### src/rtl/mem_port_arbiter.sv
// mem_port_arbiter
// Shares one single-port unified instruction/data memory between the
// instruction-fetch port (IF) and the load/store data port (DM) of a
// non-pipelined RISC-V core. Round-robin arbitration, variable-latency
// memory handshake, one-cycle acknowledge to the granted requester.
//
// Ports:
//   clk, reset         clock (rising edge) and asynchronous active-low reset
//   if_req/if_addr     fetch request and address
//   if_rdata/if_ack    fetched word and one-cycle completion pulse
//   dm_req/dm_we       data request and store select (1=store, 0=load)
//   dm_addr/dm_wdata   data address and store data
//   dm_rdata/dm_ack    load data and one-cycle completion pulse
//   mem_en/mem_we      memory access strobe and write enable
//   mem_addr/mem_wdata memory address and write data
//   mem_rdata/mem_ready memory read data and completion
//   owner              current/last grant (0=IF, 1=DM)
//   busy               high while a transaction is in ACCESS or RESP
//   err                sticky timeout flag
//
// Optional feature: define ARB_TIMEOUT_EN to abort ACCESS after TIMEOUT
// cycles without mem_ready, returning 32'hDEADBEEF and setting err.

module mem_port_arbiter #(
    parameter int ADDR_W  = 32,
    parameter int DATA_W  = 32,
    parameter int TIMEOUT = 15
) (
    input  logic              clk,
    input  logic              reset,
    input  logic              if_req,
    input  logic [ADDR_W-1:0] if_addr,
    output logic [DATA_W-1:0] if_rdata,
    output logic              if_ack,
    input  logic              dm_req,
    input  logic              dm_we,
    input  logic [ADDR_W-1:0] dm_addr,
    input  logic [DATA_W-1:0] dm_wdata,
    output logic [DATA_W-1:0] dm_rdata,
    output logic              dm_ack,
    output logic              mem_en,
    output logic              mem_we,
    output logic [ADDR_W-1:0] mem_addr,
    output logic [DATA_W-1:0] mem_wdata,
    input  logic [DATA_W-1:0] mem_rdata,
    input  logic              mem_ready,
    output logic              owner,
    output logic              busy,
    output logic              err
);

    typedef enum logic [1:0] {
        IDLE   = 2'd0,
        ACCESS = 2'd1,
        RESP   = 2'd2
    } state_t;

    state_t            state, state_next;
    logic              grant_dm;
    logic              mem_en_next, mem_we_next, owner_next, busy_next;
    logic              if_ack_next, dm_ack_next;
    logic [ADDR_W-1:0] mem_addr_next;
    logic [DATA_W-1:0] mem_wdata_next, if_rdata_next, dm_rdata_next;

`ifdef ARB_TIMEOUT_EN
    localparam int CNT_W = ($clog2(TIMEOUT + 1) > 4) ? $clog2(TIMEOUT + 1) : 4;
    logic [CNT_W-1:0] cnt, cnt_next;
    logic             err_next;
`else
    logic unused_timeout;
    assign unused_timeout = (TIMEOUT != 0);
    assign err = 1'b0;
`endif

    // Next-state and next-output logic. Every output is registered, so this
    // block computes the values the outputs take in the following cycle.
    // The memory-side registers double as the latched request registers.
    always_comb begin
        state_next     = state;
        grant_dm       = 1'b0;
        mem_en_next    = 1'b0;
        mem_we_next    = mem_we;
        mem_addr_next  = mem_addr;
        mem_wdata_next = mem_wdata;
        if_ack_next    = 1'b0;
        dm_ack_next    = 1'b0;
        if_rdata_next  = if_rdata;
        dm_rdata_next  = dm_rdata;
        owner_next     = owner;
`ifdef ARB_TIMEOUT_EN
        cnt_next       = cnt;
        err_next       = err;
`endif
        case (state)
            IDLE: begin
                if (if_req || dm_req) begin
                    // Under contention the port that did not win last time goes
                    grant_dm = dm_req && (!if_req || !owner);
                    owner_next = grant_dm;
                    if (grant_dm) begin
                        mem_we_next    = dm_we;
                        mem_addr_next  = dm_addr;
                        mem_wdata_next = dm_wdata;
                    end else begin
                        mem_we_next    = 1'b0;
                        mem_addr_next  = if_addr;
                        mem_wdata_next = '0;
                    end
                    mem_en_next = 1'b1;
                    state_next  = ACCESS;
`ifdef ARB_TIMEOUT_EN
                    cnt_next    = '0;
`endif
                end
            end
            ACCESS: begin
                mem_en_next = 1'b1;
                // mem_ready wins over a timeout landing in the same cycle
                if (mem_ready) begin
                    mem_en_next = 1'b0;
                    state_next  = RESP;
                    if (owner) begin
                        dm_rdata_next = mem_rdata;
                        dm_ack_next   = 1'b1;
                    end else begin
                        if_rdata_next = mem_rdata;
                        if_ack_next   = 1'b1;
                    end
                end
`ifdef ARB_TIMEOUT_EN
                else if (cnt == CNT_W'(TIMEOUT - 1)) begin
                    mem_en_next = 1'b0;
                    state_next  = RESP;
                    err_next    = 1'b1;
                    if (owner) begin
                        dm_rdata_next = DATA_W'(32'hDEADBEEF);
                        dm_ack_next   = 1'b1;
                    end else begin
                        if_rdata_next = DATA_W'(32'hDEADBEEF);
                        if_ack_next   = 1'b1;
                    end
                end else begin
                    cnt_next = cnt + 1'b1;
                end
`endif
            end
            RESP: begin
                state_next = IDLE;
            end
            default: begin
                state_next = IDLE;
            end
        endcase
        busy_next = (state_next != IDLE);
    end

    // State and output registers; reset mid-transaction drops it silently.
    always_ff @(posedge clk or negedge reset) begin
        if (!reset) begin
            state     <= IDLE;
            mem_en    <= 1'b0;
            mem_we    <= 1'b0;
            mem_addr  <= '0;
            mem_wdata <= '0;
            if_ack    <= 1'b0;
            dm_ack    <= 1'b0;
            if_rdata  <= '0;
            dm_rdata  <= '0;
            owner     <= 1'b1;
            busy      <= 1'b0;
`ifdef ARB_TIMEOUT_EN
            cnt       <= '0;
            err       <= 1'b0;
`endif
        end else begin
            state     <= state_next;
            mem_en    <= mem_en_next;
            mem_we    <= mem_we_next;
            mem_addr  <= mem_addr_next;
            mem_wdata <= mem_wdata_next;
            if_ack    <= if_ack_next;
            dm_ack    <= dm_ack_next;
            if_rdata  <= if_rdata_next;
            dm_rdata  <= dm_rdata_next;
            owner     <= owner_next;
            busy      <= busy_next;
`ifdef ARB_TIMEOUT_EN
            cnt       <= cnt_next;
            err       <= err_next;
`endif
        end
    end

endmodule

### config.mk
export PLATFORM = sky130hd
export DESIGN_NAME = mem_port_arbiter
export DESIGN_NICKNAME = d
export VERILOG_FILES = /design/src/rtl/mem_port_arbiter.sv
export SDC_FILE = /design/constraint.sdc
export NUM_CORES = 1
export LEC_CHECK = 0
export CAP_MARGIN = 5
export CORE_MARGIN = 2
export CORE_UTILIZATION = 41
export CTS_CLUSTER_DIAMETER = 80
export DETAILED_ROUTE_END_ITERATION = 10
export PLACE_DENSITY = 0.81
export SETUP_SLACK_MARGIN = 0.1
export SYNTH_ARGS = -nofsm -noshare
export SYNTH_HDL_FRONTEND = slang
export SYNTH_SLANG_ARGS = --single-unit
export TNS_END_PERCENT = 5
### constraint.sdc
create_clock -name clk -period 1.9 [get_ports clk]
set_input_delay 0.38 -clock clk [delete_from_list [all_inputs] [get_ports clk]]
set_output_delay 0.38 -clock clk [all_outputs]
set_load 0.02 [all_outputs]
Word-level counts from Yosys, hierarchy flattened
Cells that the tools add are included.
{ "word_totals": {"regBits": 136, "inputBits": 134, "output_inout_bits": 135, "wordCells": 38} }
{ "classes": {"eq_ne": 1, "mux": 15, "bitwise": 1, "n_reduce_logical": 10} }
{ "op_table": {"columns": ["operator", "count"], "rows": [
  ["32-bit 2-to-1 mux", 2],
  ["1-bit 2-to-1 mux", 9],
  ["3-bit AND reduction", 2],
  ["2-bit 2-to-1 mux", 2],
  ["2-bit case mux with 2 select lines", 1],
  ["2-bit by 1-bit == test with 1-bit output (second input constant)", 1],
  ["1-bit zero test", 2],
  ["2-bit zero test", 1],
  ["1-bit logical OR", 2],
  ["1-bit case mux with 2 select lines", 1],
  ["2-bit AND reduction", 1],
  ["2-bit nonzero test", 1],
  ["1-bit logical AND", 1],
  ["1-bit inverter", 1]
]} }

Logic depth before layout (Yosys ltp)
{ "depth": {"ltp_word": 4, "depth_mapped": 5, "ltp_nobuf": 3} }

Worst setup path after synthesis
Ideal clock, no wire load.
{ "synth_path": {"kind": "register to register", "start": "register owner", "end": "register mem_addr[10]", "setup_ns": 0.125, "arrival_time_ns": 1.463, "required_time_ns": 1.775, "setup_slack_ns": 0.312, "stages_incl_launch_ff": 5, "path_buffers": 1, "synth_period_minus_slack_ns": 1.588, "path_cell_list": "dfstp_2 -> a21boi_2 -> buf_2 -> mux2_2 -> mux2_2"} }
{ "synth_via": {"elab_chain_len": 4} }
{ "synth_rtl": {"columns": ["item", "line", "rtl"], "rows": [
  ["from (decl)", "47", "output logic owner,"],
  ["from (signal assigned)", "185", "owner <= owner_next;"],
  ["1-bit zero test", "98", "grant_dm = dm_req && (!if_req || !owner);"],
  ["1-bit logical OR", "98", null],
  ["1-bit logical AND", "98", null],
  ["32-bit 2-to-1 mux", "100", "if (grant_dm) begin"],
  ["to (signal assigned)", "179", "mem_addr <= mem_addr_next;"],
  ["to (decl)", "43", "output logic [ADDR_W-1:0] mem_addr,"]
]} }
No other way between the ends.
A chain may end at the register's enable or synchronous reset.

Final worst setup path
{ "layout_path": {"start": "register if_rdata[18]", "end": "output if_rdata[18]"} }
{ "layout_rtl": {"columns": ["item", "line", "rtl"], "rows": [
  ["from (decl)", "33", "output logic [DATA_W-1:0] if_rdata,"],
  ["from (signal assigned)", "183", "if_rdata <= if_rdata_next;"]
]} }
No word-level cell between the ends.

==> summary.md <==
| Metric | Value |
|---|---|
| Status | finished, final reports clean |
| Mapped cell area | 0.00548 mm^2 |
| Slew Limit Fails | 0 |
| Die Y | approximately 120 um |
| First-pass GRT wire length | 22.6 mm |
| DR DRC count | 0 |
| Sequential share of the synthesized area | around 62% |
| Worst Path Buf+Inv | 1 |
| Iter 0 DRT Violations | 126 |
| Crit path time final | 1.79 ns |
| Fmax | approximately 560 MHz |
| Post-Syn Nets | 467 |
| Min setup slack post-route | about 0.11 ns |
| Mapped Avg Cell Area | 16.5 um^2 |
| VDD IR max | 0.000949 V |
| Die X | 120 um |
| Ys async rst share | 100% |
| Total die area | 0.0143 mm^2 |
| Nets | 745 |
| Hold Vio Cnt, Final | 0 |
| Congestion Overflow GR | 0 |
| Worst Reg-to-Reg Cells | 4 |
| Clk_lat worst skew | around 0.4 ns |
| Pre-CTS WS | -0.157 ns |
| WP data required | 1.52 ns |
| I/O pin total | 269 |
| Clock Pin Slew Worst Setup and Hold Paths | around 0.060 ns |
| Clk sink count | about 140 |
| Leakage | approximately 4 nW |
| DP Cell Count | 767 |
| WL final | 14.3 mm |
| Synth unique cells | 22 |
| Via density | 4.87 |
| Total power | 15.8 mW |
| Yosys warns | 0 |
| Worst-path cell chain | clkdlybuf4s50_1 |
| Clock skew | just over 0.006 ns |
| Vias in the first global route | around 4300 |
| Fraction of layout cells with a size suffix above 1 | 28.5% |
| Yosys top cell area share | 61.6% |
| CP delay by family, top | buffers and inverters |
| Final GP Congestion | 0.814 |
| Initial Utilization | 41.7% |
| CTS tree | built |
| Initial antenna violation count | 0 |
| Startpoint types | flop |
| Worst r2r dst | if_rdata[7] |
| Buffers on Ports | 267 |
| Largest net degree at the start of global routing | 43 |
| Tot GR Track Use | 20.4% |
| Setup-failing EPs final | 0 |
| Data arrival, critical path | around 1.4 ns |
| Top cells by area, synth | dfrtp_1 62%, mux2_2 20%, mux2_4 7.9% |
| Post-DP HPWL | between 10 and 15 mm |
| 1st-pass router iterations | 4 |
| Dominant cell type by area after synthesis | dfrtp_1 |
| Critical path type | reg -> out |
| Non-Filler Instances | 800 |
| # H-tree levels | 4 |
| Max-cap viol count | 0 |
| Slowest-stage cell, CP | clkdlybuf4s50_1 |
| FF-to-FF Start | state[0] |
| Primary FF master, synth | dfrtp_1 |
| Flop2flop setup slack | between 0.2 and 0.25 ns |
| Number of buffers created by CTS | 17 |
| Core ar. | 0.0131 mm^2 |
| Most common cell in the netlist | dfrtp_1 |
| Diodes inserted | 0 |
| CP endpoint kind | output pin |
| Via count | ~4000 |
| Critical path's largest stage delay | 0.62 ns |
| Worst min path class | in -> async |
| Synth Instances | 333 |
| Root Driver | clkbuf_16 |
| RSZ-0062 raised after global routing | yes |
| Worst-path fanout max | 2 |
| # rows | 42 |
| Routed wire length per instance | 17.8 um |
| Power Dens Cells | 1730 mW/mm^2 |
| Most instantiated cells after synthesis | 135 x dfrtp_1, 99 x mux2_2, 33 x a22o_1, 29 x mux2_4, 16 x buf_2 |
| Synthesis-to-finish area growth | 67.0% |
| EDFF count, synth | 0 |
| Post-DRT Antenna Nets | 0 |
| Ratio of final minimum period to clock period | 94.0% |
| Synth Register Bits | 136 |
| Clock Tree Buf Depth | 2 |
-- layer usage --
metal  GRT usage (%)  routed length, um
met4            8.75                318
met2            35.3               7350
met3            6.51               1090
met5               0                  0
met1            23.2               5500
-- what timing repair did --
| action | 4_1_cts | 5_1_grt |
|---|---|---|
| pin swaps | 0 | 0 |
| hold buffers | 1 | 0 |
| gates cloned | 0 | 0 |
| setup buffers | 0 | 0 |
| gates resized for setup | 2 | 3 |
| endpoints found under the hold margin | 32 | 0 |
| setup endpoints to repair | 15 | 62 |
-- metrics by stage --
step | TNS, ns | utilization, % | hold slack [ns] | area, um^2
floorplan | 0 | - | 0.0844 | 5480
CTS | 0 | 69.6 | 0.434 | 9150
global route | 0 | 69.7 | 0.461 | 9160
finish | 0 | 69.7 | 0.444 | 9160
global placement | -8.77 | 64.5 | 0.303 | 8470
detailed placement | -10.73 | 64.5 | 0.301 | 8470
-- cells in the final DEF (no fill, tap or decap), drive strengths merged, types with 2 or more instances in the layout --
cell type	netlist	layout
bufinv	0	6
dlygate4sd2	0	2
clkbuf	1	18
dfrtp	135	135
a211oi	2	2
nor2	2	2
a22o	33	33
clkdlybuf4s50	0	261
clkinv	0	5
nor3	2	2
clkinvlp	0	3
dlymetal6s2s	0	3
buf	20	13
mux2	128	128
-- final cells by class --
type | instances | area [um^2]
sequential | 136 | 3400
clock buffer | 18 | 439
inverter | 1 | 3.75
tap | 176 | 220
fill | 915 | 3980
clock inverter | 14 | 228
multi-input combinational | 175 | 1970
timing repair buffer | 280 | 2890
-- how the worst max path moves through the flow --
stage,to,from,cells after the start
finish,if_rdata[18],if_rdata[18],1
global route,if_rdata[5],if_rdata[5],1
CTS,if_rdata[13],if_rdata[13],1
detailed placement,mem_wdata[1],dm_req,6
global placement,mem_addr[3],dm_req,5
floorplan,mem_addr[10],owner,4
-- registers in the layout, summed over array words and instances (netlist names) --
signal	cells
dm_rdata	32
if_rdata	32
mem_addr	32
mem_wdata	32
state	2
busy	1
dm_ack	1
if_ack	1
mem_en	1
mem_we	1
owner	1
-- where the power goes --
group	switching (mW)	internal (mW)	leakage, nW
combinational	3.19	3.96	1.95
clock	1.20	2.48	0.321
sequential	0.758	4.24	1.65
-- cell families (layout without fill, tap and decap cells) --
group,count (synthesis),after routing,share of synthesized area (%)
compound gates,37,37,5.89
buf+inv,22,313,2.35
flops,136,136,62.1
mux,128,128,28.3
other cells,1,1,0.0684
simple gates,9,9,1.30
No activity file was read; power rests on OpenSTA's default activity.
